<file path="config.mk">
export PLATFORM = sky130hd
export DESIGN_NAME = seq_mant_normalizer_flat
export DESIGN_NICKNAME = d
export VERILOG_FILES = /design/src/rtl/seq_mant_normalizer_if.sv /design/src/rtl/seq_mant_normalizer.sv /design/src/flat_wrapper.sv
export SDC_FILE = /design/constraint.sdc
export NUM_CORES = 1
export LEC_CHECK = 0
export ABC_AREA = 1
export BUFFER_PORTS_ARGS = -buffer_cell sky130_fd_sc_hd__buf_4
export CORE_ASPECT_RATIO = 1.2
export CORE_MARGIN = 2
export CORE_UTILIZATION = 51
export CTS_CLUSTER_SIZE = 40
export DETAILED_ROUTE_END_ITERATION = 7
export PLACE_DENSITY = 0.85
export SLEW_MARGIN = 25
export SYNTH_ARGS = -nofsm -noshare
export SYNTH_HDL_FRONTEND = slang
export SYNTH_SLANG_ARGS = --single-unit
</file>
<file path="constraint.sdc">
create_clock -name clk -period 1.7 [get_ports clk]
set_input_delay 0.34 -clock clk [delete_from_list [all_inputs] [get_ports clk]]
set_output_delay 0.34 -clock clk [all_outputs]
set_load 0.02 [all_outputs]
</file>
<file path="src/rtl/seq_mant_normalizer_if.sv">
// Handshake bundle for the iterative mantissa normalizer: operand side
// (in_*) and result side (out_*). The normalizer itself uses the slave view.
interface seq_mant_normalizer_if #(
    parameter int MANT_W  = 8,
    parameter int EXP_W   = 8,
    parameter int SHIFT_W = 3
);
    logic               in_valid;
    logic               in_ready;
    logic               in_sign;
    logic [MANT_W-1:0]  in_mant;
    logic [EXP_W-1:0]   in_exp;

    logic               out_valid;
    logic               out_ready;
    logic               out_sign;
    logic [MANT_W-1:0]  out_mant;
    logic [EXP_W-1:0]   out_exp;
    logic [SHIFT_W-1:0] out_shift;
    logic               out_zero;
    logic               out_denorm;

    modport slave (
        input  in_valid, in_sign, in_mant, in_exp, out_ready,
        output in_ready, out_valid, out_sign, out_mant, out_exp,
               out_shift, out_zero, out_denorm
    );

    modport master (
        output in_valid, in_sign, in_mant, in_exp, out_ready,
        input  in_ready, out_valid, out_sign, out_mant, out_exp,
               out_shift, out_zero, out_denorm
    );
endinterface

</file>
<file path="src/rtl/seq_mant_normalizer.sv">
// Iterative left-normalizer: shifts the mantissa left one bit per clock,
// decrementing the exponent, until the hidden-one position is set or the
// exponent bottoms out at zero (denormal). One operand in flight at a time.
// The working registers double as the result registers, so the outputs are
// only meaningful while out_valid is high and simply hold afterwards.
module seq_mant_normalizer #(
    parameter int MANT_W  = 8,
    parameter int EXP_W   = 8,
    parameter int SHIFT_W = 3
) (
    input  logic                  clk,
    input  logic                  rst_n,
    seq_mant_normalizer_if.slave  bus
);

    typedef enum logic [1:0] {IDLE, SHIFT, DONE} state_t;

    state_t               state;
    logic                 valid_r;
    logic                 sign_r;
    logic [MANT_W-1:0]    mant_r;
    logic [EXP_W-1:0]     exp_r;
    logic [SHIFT_W-1:0]   shift_r;
    logic                 zero_r;
    logic                 denorm_r;
    logic                 in_ready_w;

    // Exponent decrement that floors at zero instead of wrapping.
    function automatic logic [EXP_W-1:0] exp_dec_sat(input logic [EXP_W-1:0] e);
        return (e == '0) ? '0 : e - 1'b1;
    endfunction

    // Ready only while idle and out of reset; never looks at in_valid.
    assign in_ready_w = (state == IDLE) && rst_n;

    // Control FSM and working registers: capture, shift loop, result hold.
    always_ff @(posedge clk) begin
        if (!rst_n) begin
            state    <= IDLE;
            valid_r  <= 1'b0;
            sign_r   <= 1'b0;
            mant_r   <= '0;
            exp_r    <= '0;
            shift_r  <= '0;
            zero_r   <= 1'b0;
            denorm_r <= 1'b0;
        end else begin
            case (state)
                IDLE: begin
                    if (bus.in_valid && in_ready_w) begin
                        sign_r   <= bus.in_sign;
                        shift_r  <= '0;
                        denorm_r <= 1'b0;
                        if (bus.in_mant == '0) begin
                            // Zero has no leading one to find: finish at once.
                            mant_r  <= '0;
                            exp_r   <= '0;
                            zero_r  <= 1'b1;
                            valid_r <= 1'b1;
                            state   <= DONE;
                        end else begin
                            mant_r <= bus.in_mant;
                            exp_r  <= bus.in_exp;
                            zero_r <= 1'b0;
                            state  <= SHIFT;
                        end
                    end
                end
                SHIFT: begin
                    if (mant_r[MANT_W-1]) begin
                        valid_r <= 1'b1;
                        state   <= DONE;
                    end else if (exp_r == '0) begin
                        // Exponent exhausted before the hidden one appeared.
                        denorm_r <= 1'b1;
                        valid_r  <= 1'b1;
                        state    <= DONE;
                    end else begin
                        mant_r  <= mant_r << 1;
                        exp_r   <= exp_dec_sat(exp_r);
                        shift_r <= shift_r + 1'b1;
                    end
                end
                DONE: begin
                    if (bus.out_ready) begin
                        valid_r <= 1'b0;
                        state   <= IDLE;
                    end
                end
                default: begin
                    valid_r <= 1'b0;
                    state   <= IDLE;
                end
            endcase
        end
    end

    assign bus.in_ready   = in_ready_w;
    assign bus.out_valid  = valid_r;
    assign bus.out_sign   = sign_r;
    assign bus.out_mant   = mant_r;
    assign bus.out_exp    = exp_r;
    assign bus.out_shift  = shift_r;
    assign bus.out_zero   = zero_r;
    assign bus.out_denorm = denorm_r;

endmodule
</file>
<file path="src/flat_wrapper.sv">
// flat-port wrapper written by rule: the top's interface ports become plain ports
module seq_mant_normalizer_flat 
#(
    parameter int MANT_W  = 8,
    parameter int EXP_W   = 8,
    parameter int SHIFT_W = 3
)
  (clk, rst_n, bus_in_valid, bus_in_sign, bus_in_mant, bus_in_exp, bus_out_ready, bus_in_ready, bus_out_valid, bus_out_sign, bus_out_mant, bus_out_exp, bus_out_shift, bus_out_zero, bus_out_denorm);
  seq_mant_normalizer_if #(.MANT_W(MANT_W), .EXP_W(EXP_W), .SHIFT_W(SHIFT_W)) bus_i ();
  input  logic clk;
  input  logic rst_n;
  input wire logic [$bits(bus_i.in_valid)-1:0] bus_in_valid;
  input wire logic [$bits(bus_i.in_sign)-1:0] bus_in_sign;
  input wire logic [$bits(bus_i.in_mant)-1:0] bus_in_mant;
  input wire logic [$bits(bus_i.in_exp)-1:0] bus_in_exp;
  input wire logic [$bits(bus_i.out_ready)-1:0] bus_out_ready;
  output wire logic [$bits(bus_i.in_ready)-1:0] bus_in_ready;
  output wire logic [$bits(bus_i.out_valid)-1:0] bus_out_valid;
  output wire logic [$bits(bus_i.out_sign)-1:0] bus_out_sign;
  output wire logic [$bits(bus_i.out_mant)-1:0] bus_out_mant;
  output wire logic [$bits(bus_i.out_exp)-1:0] bus_out_exp;
  output wire logic [$bits(bus_i.out_shift)-1:0] bus_out_shift;
  output wire logic [$bits(bus_i.out_zero)-1:0] bus_out_zero;
  output wire logic [$bits(bus_i.out_denorm)-1:0] bus_out_denorm;
  assign bus_i.in_valid = bus_in_valid;
  assign bus_i.in_sign = bus_in_sign;
  assign bus_i.in_mant = bus_in_mant;
  assign bus_i.in_exp = bus_in_exp;
  assign bus_i.out_ready = bus_out_ready;
  assign bus_in_ready = bus_i.in_ready;
  assign bus_out_valid = bus_i.out_valid;
  assign bus_out_sign = bus_i.out_sign;
  assign bus_out_mant = bus_i.out_mant;
  assign bus_out_exp = bus_i.out_exp;
  assign bus_out_shift = bus_i.out_shift;
  assign bus_out_zero = bus_i.out_zero;
  assign bus_out_denorm = bus_i.out_denorm;
  seq_mant_normalizer #(.MANT_W(MANT_W), .EXP_W(EXP_W), .SHIFT_W(SHIFT_W)) u_core (.clk(clk), .rst_n(rst_n), .bus(bus_i));
endmodule
</file>
== After elaboration in Yosys (flattened, before gate mapping) ==
Index checks and enable logic that the tools add are counted.
Storage, ports and cells
  bits in registers: 25
  bits of input ports: 21
  output and inout port bits: 24
  word-level logic and storage cells: 62
Operators by class
  add/sub/neg operators: 2
  eq/ne operators: 9
  mux-type cells: 30
  reductions and logical operators: 12
Operator list (number)
  two-way mux 8 bit: 8
  one-hot mux 8 bit (2 select lines): 2
  logical NOT 8 bit: 2
  AND reduction 4 bit: 3
  two-way mux 2 bit: 5
  inequality test 2 bit (second input constant): 5
  two-way mux 3 bit: 3
  two-way mux 1 bit: 8
  subtractor 8 x 1 -> 8 bit (second input constant): 1
  one-hot mux 2 bit (3 select lines): 1
  one-hot mux 3 bit (2 select lines): 1
  AND reduction 2 bit: 2
  adder 3 x 1 -> 3 bit (second input constant): 1
  inequality test 3 x 1 -> 1 bit (second input constant): 1
  one-hot mux 1 bit (3 select lines): 1
  AND reduction 3 bit: 1
  == test 2 x 1 -> 1 bit (second input constant): 1
  == test 2 bit (second input constant): 1
  logical AND 1 bit: 2
  logical NOT 2 bit: 1
  inequality test 2 x 1 -> 1 bit (second input constant): 1
  one-hot mux 1 bit (2 select lines): 1
  nonzero test 2 bit: 1

== Depth between registers and ports, before layout ==
  depth in word-level cells: 5
  depth in mapped cells: 11
  gate-level depth less buffers: 10

== Worst setup path after synthesis ==
No wires, ideal clock.
  kind: register to register
  from: register u_core.exp_r[0] (netlist: u_core.bus.out_exp[0])
  to: register u_core.mant_r[1] (netlist: u_core.bus.out_mant[1])
  library setup time: 0.109 ns
  data arrival time: 1.412 ns
  data required time: 1.591 ns
  path slack: 0.179 ns
  cell stages (with the launch flop): 12
  buffers on the path: 1
  clock period less this slack: 1.521 ns
  cell sequence: dfxtp_1 inv_1 ha_1 inv_1 nor2_2 nand2_4 nand3_4 buf_6 nand3_1 nand3_1 nand2_1 inv_1
Between the ends
  longest elaborated chain between the ends: 3
Ends and longest elaborated chain
  start: declaration: line seq_mant_normalizer.sv:22  | logic [EXP_W-1:0] exp_r;
  start signal: assignment: line seq_mant_normalizer.sv:63  | exp_r <= bus.in_exp;
  start signal: assignment: line seq_mant_normalizer.sv:80  | exp_r <= exp_dec_sat(exp_r);
  logical NOT 8 bit: line seq_mant_normalizer.sv:73  | end else if (exp_r == '0) begin
  inequality test 2 bit (no source line)
  AND reduction 4 bit (no source line)
  end signal: assignment: line seq_mant_normalizer.sv:62  | mant_r <= bus.in_mant;
  end signal: assignment: line seq_mant_normalizer.sv:79  | mant_r <= mant_r << 1;
  end: declaration: line seq_mant_normalizer.sv:21  | logic [MANT_W-1:0] mant_r;
Every way passes these cells.
A chain may end at the register's enable or synchronous reset.

== Worst setup path in the final report ==
  from: register u_core.exp_r[0] (netlist: u_core.bus.out_exp[0])
  to: register u_core.state[0]
Between the ends
  longest elaborated chain between the ends: 3
Ends and longest elaborated chain
  logical NOT 8 bit: line seq_mant_normalizer.sv:73
  inequality test 3 x 1 -> 1 bit (no source line)
  AND reduction 3 bit (no source line)
  end signal: assignment: line seq_mant_normalizer.sv:72  | state <= DONE;
  end signal: assignment: line seq_mant_normalizer.sv:77  | state <= DONE;
  end signal: assignment: line seq_mant_normalizer.sv:87  | state <= IDLE;
  end: declaration: line seq_mant_normalizer.sv:18  | state_t state;
Every way passes these cells.

==> key figures <==
Run status
  • Status: finished, final reports clean

Synth
  • Post-synthesis sequential area ratio: 0.3404
  • Mapped Cells: 212
  • Mapped cell area: 0.001470 mm^2
  • Asr flop ratio synth: 0
  • Cell variety after synth: 26
  • Post-synth EDFFs: 0
  • Yosys warns: 0
  • Syn_nets: 236
  • Seq cells post-synth: 25
  • Avg Inst Size Synth: 6.935 um^2
  • Primary FF master, synth: dfxtp_1

Clock tree
  • Worst-Skew Late Latency: 330 ps
  • Hold-fix buffers at CTS: 0
  • CTS Buf Count: 3
  • Worst-path clk slew: 150 ps
  • Max clock buf depth: 2
  • H-Tree Depth: 1
  • Clock sink count: 25
  • CTS resizes: 0
  • CTS tree: done
  • Post-CTS setup buffer count: 0
  • Root buf cell: clkbuf_4

Power and ir drop
  • Clk pwr share: 0.142
  • Power share of the sequential group: 0.382
  • Final Power: 0.002006 W
  • Leakage power: 0.9445 nW
  • Max VDD drop: 0.6502 mV
  • Comb power frac: 0.475
  • Pwr dens: 1076 mW/mm^2
  • P_int: 0.001133 W
  • Net Switching: 0.0008722 W
  • Switching share of power: 0.4349

Layout
  • Ratio of cells with drive above 1 in the final layout: 0.3282
  • Nets: 284
  • Fill cells: 261
  • Most frequent cells in the layout: 50 x buf_4, 37 x nand2_1, 36 x nand3_1
  • Synthesis-to-finish area growth: 26.72%
  • ANT cells: 0
  • Most common cell after layout, fill and taps aside: buf_4

Route
  • Routed WL per cell: 11.84 um
  • Iter 0 DRT Violations: 33
  • # DRC: 0
  • 1st-pass router iterations: 4
  • Vias per Instance: 5.167
  • Post-route ant nets: 0
  • Vias after detailed routing: 1514
  • Drt total wl: 3469 um

Floorplan
  • Std cell rows: 21
  • Die Ht: 62.82 um
  • Core Area: 0.002759 mm^2
  • DIE AREA: 0.003330 mm^2
  • Ports: 45
  • Die X: 53.01 um
  • Initial core utilization: 0.5329

Placement
  • HPWL Detailed: 2627 um
  • IO buf count: 44
  • Placer Congestion: 0.8316

Global routing
  • Initial antenna violation count: 0
  • Gr ovfl total: 0
  • Total GRT Usage: 0.2300
  • Largest net degree at the start of global routing: 20
  • Vias in the first global route: 1382
  • First-pass GRT wire length: 5809 um

Setup path
  • Setup crit end kind: flop
  • Worst Path Max Fanout: 11
  • Crit path DAT: 1840 ps
  • Top cell by count, worst path: inv_1
  • Crit Path Class: reg2reg
  • Crit-path cells: inv_1, ha_1, inv_1, nor2_2, nand2_4, nand3_4, buf_4, nand3_1, and3_1
  • Critical Path RT: 1950 ps
  • Slowest stage cell, crit path: dfxtp_2
  • CP max stage delay: 370 ps
  • Critical path startpoint category: flop

Timing
  • Slew margin rel.: 0.8171
  • Pins Over Slew Limit: 0
  • Count of final hold-check violations: 0
  • Worst slew pin tran: 272.6 ps
  • Setup violators final: 0
  • F_max: 630.7 MHz
  • Fin crit share: 0.9327
  • Clk_skew: 9.124 ps
  • Final TNS setup: 0 ps
  • Min Tclk post-route: 1586 ps
  • RSZ-0062 raised after global routing: false

Worst hold path
  • Hold WC Path Type: in2reg

Flow run
  • Max cap viols: 0
## registers in the layout, indices dropped and copies added (netlist names)
register               count
u_core.bus.out_exp         8
u_core.bus.out_mant        8
u_core.bus.out_shift       3
u_core.state               2
u_core.bus.out_denorm      1
u_core.bus.out_sign        1
u_core.bus.out_valid       1
u_core.bus.out_zero        1
## cells in the mapped netlist (2+ instances only)
| cell | number | area share |
|---|---|---|
| inv_1 | 20 | 0.051 |
| a21oi_2 | 2 | 0.012 |
| nand2_4 | 2 | 0.015 |
| nand3_1 | 36 | 0.12 |
| nor2_2 | 2 | 0.0085 |
| inv_2 | 7 | 0.018 |
| o21ai_2 | 7 | 0.042 |
| ha_1 | 3 | 0.026 |
| nand2_2 | 6 | 0.026 |
| buf_6 | 2 | 0.015 |
| buf_2 | 3 | 0.010 |
| nand2_1 | 37 | 0.094 |
| o21ai_0 | 8 | 0.027 |
| nand4_1 | 8 | 0.034 |
| nor2_1 | 27 | 0.069 |
| a21oi_1 | 8 | 0.027 |
| dfxtp_1 | 25 | 0.34 |
## path summary, 6_finish.rpt
path	from	endpoint	slack, ps	cells after the start
min	bus_in_sign	u_core.bus.out_sign	190	3
max	u_core.bus.out_exp[0]	u_core.state[0]	110	9
max reg2reg	u_core.bus.out_exp[0]	u_core.state[0]	110	9
min reg2reg	u_core.bus.out_valid	u_core.bus.out_valid	450	2
## cells by family (layout without fill, tap and decap cells)
| family | count (synthesis) | count (layout) | synth area share |
|---|---|---|---|
| flip-flops | 25 | 25 | 0.3404 |
| AO/OA/AOI/OAI | 25 | 25 | 0.1081 |
| XOR/XNOR | 1 | 1 | 0.005959 |
| adder cells (fa/ha/maj) | 3 | 3 | 0.02553 |
| buffers and inverters | 35 | 82 | 0.1157 |
| AND/OR/NAND/NOR | 123 | 123 | 0.4043 |
## metrics by stage
stage	hold WS, ps	setup slack [ps]	area [um^2]	utilization	std cells
final	190.4	114.3	1863	0.6753	293
after global routing	183.0	20.17	1863	0.6753	293
after CTS	188.0	104.3	1853	0.6717	293
after detailed placement	435.8	123.7	1823	0.6608	289
after global placement	431.9	180.9	1823	0.6608	289
after floorplan	450.5	178.9	1470	-	212
## final cells by class
cell class	instances	area, um^2	area share
multi-input cells	152	808.3	0.4338
flip-flops and latches	25	501.7	0.2693
repair buffers	50	375.4	0.2015
inverters	28	105.1	0.05641
well taps	34	42.54	0.02283
clock buffers	3	22.52	0.01209
clock inverters	1	7.507	0.004030
## metal layers
layer / GRT usage / part of all wire / routed length [um]
met5: 0 / 0 / 0
met1: 0.2649 / 0.42 / 1468
met3: 0.02871 / 0.058 / 201
met4: 0.1154 / 0.017 / 59
met2: 0.4000 / 0.50 / 1740
## critical path: cells and delay by family, from the launching register on
family / cells / cell delay [ps]
AND/OR/NAND/NOR: 5 / 660
flip-flops: 1 / 370
buffers and inverters: 3 / 320
adder cells (fa/ha/maj): 1 / 150
## power groups by stage
stage | clock network [W] | logic (W) | registers, W
final | 0.000286 | 0.000953 | 0.000767
after global placement | 0 | 0.000928 | 0.000777
after CTS | 0.000291 | 0.000950 | 0.000766
after floorplan | 0 | 0.000608 | 0.000857
after detailed placement | 0 | 0.000946 | 0.000780
after global routing | 0.000315 | 0.00106 | 0.000781
No activity file was read; power rests on OpenSTA's default activity.
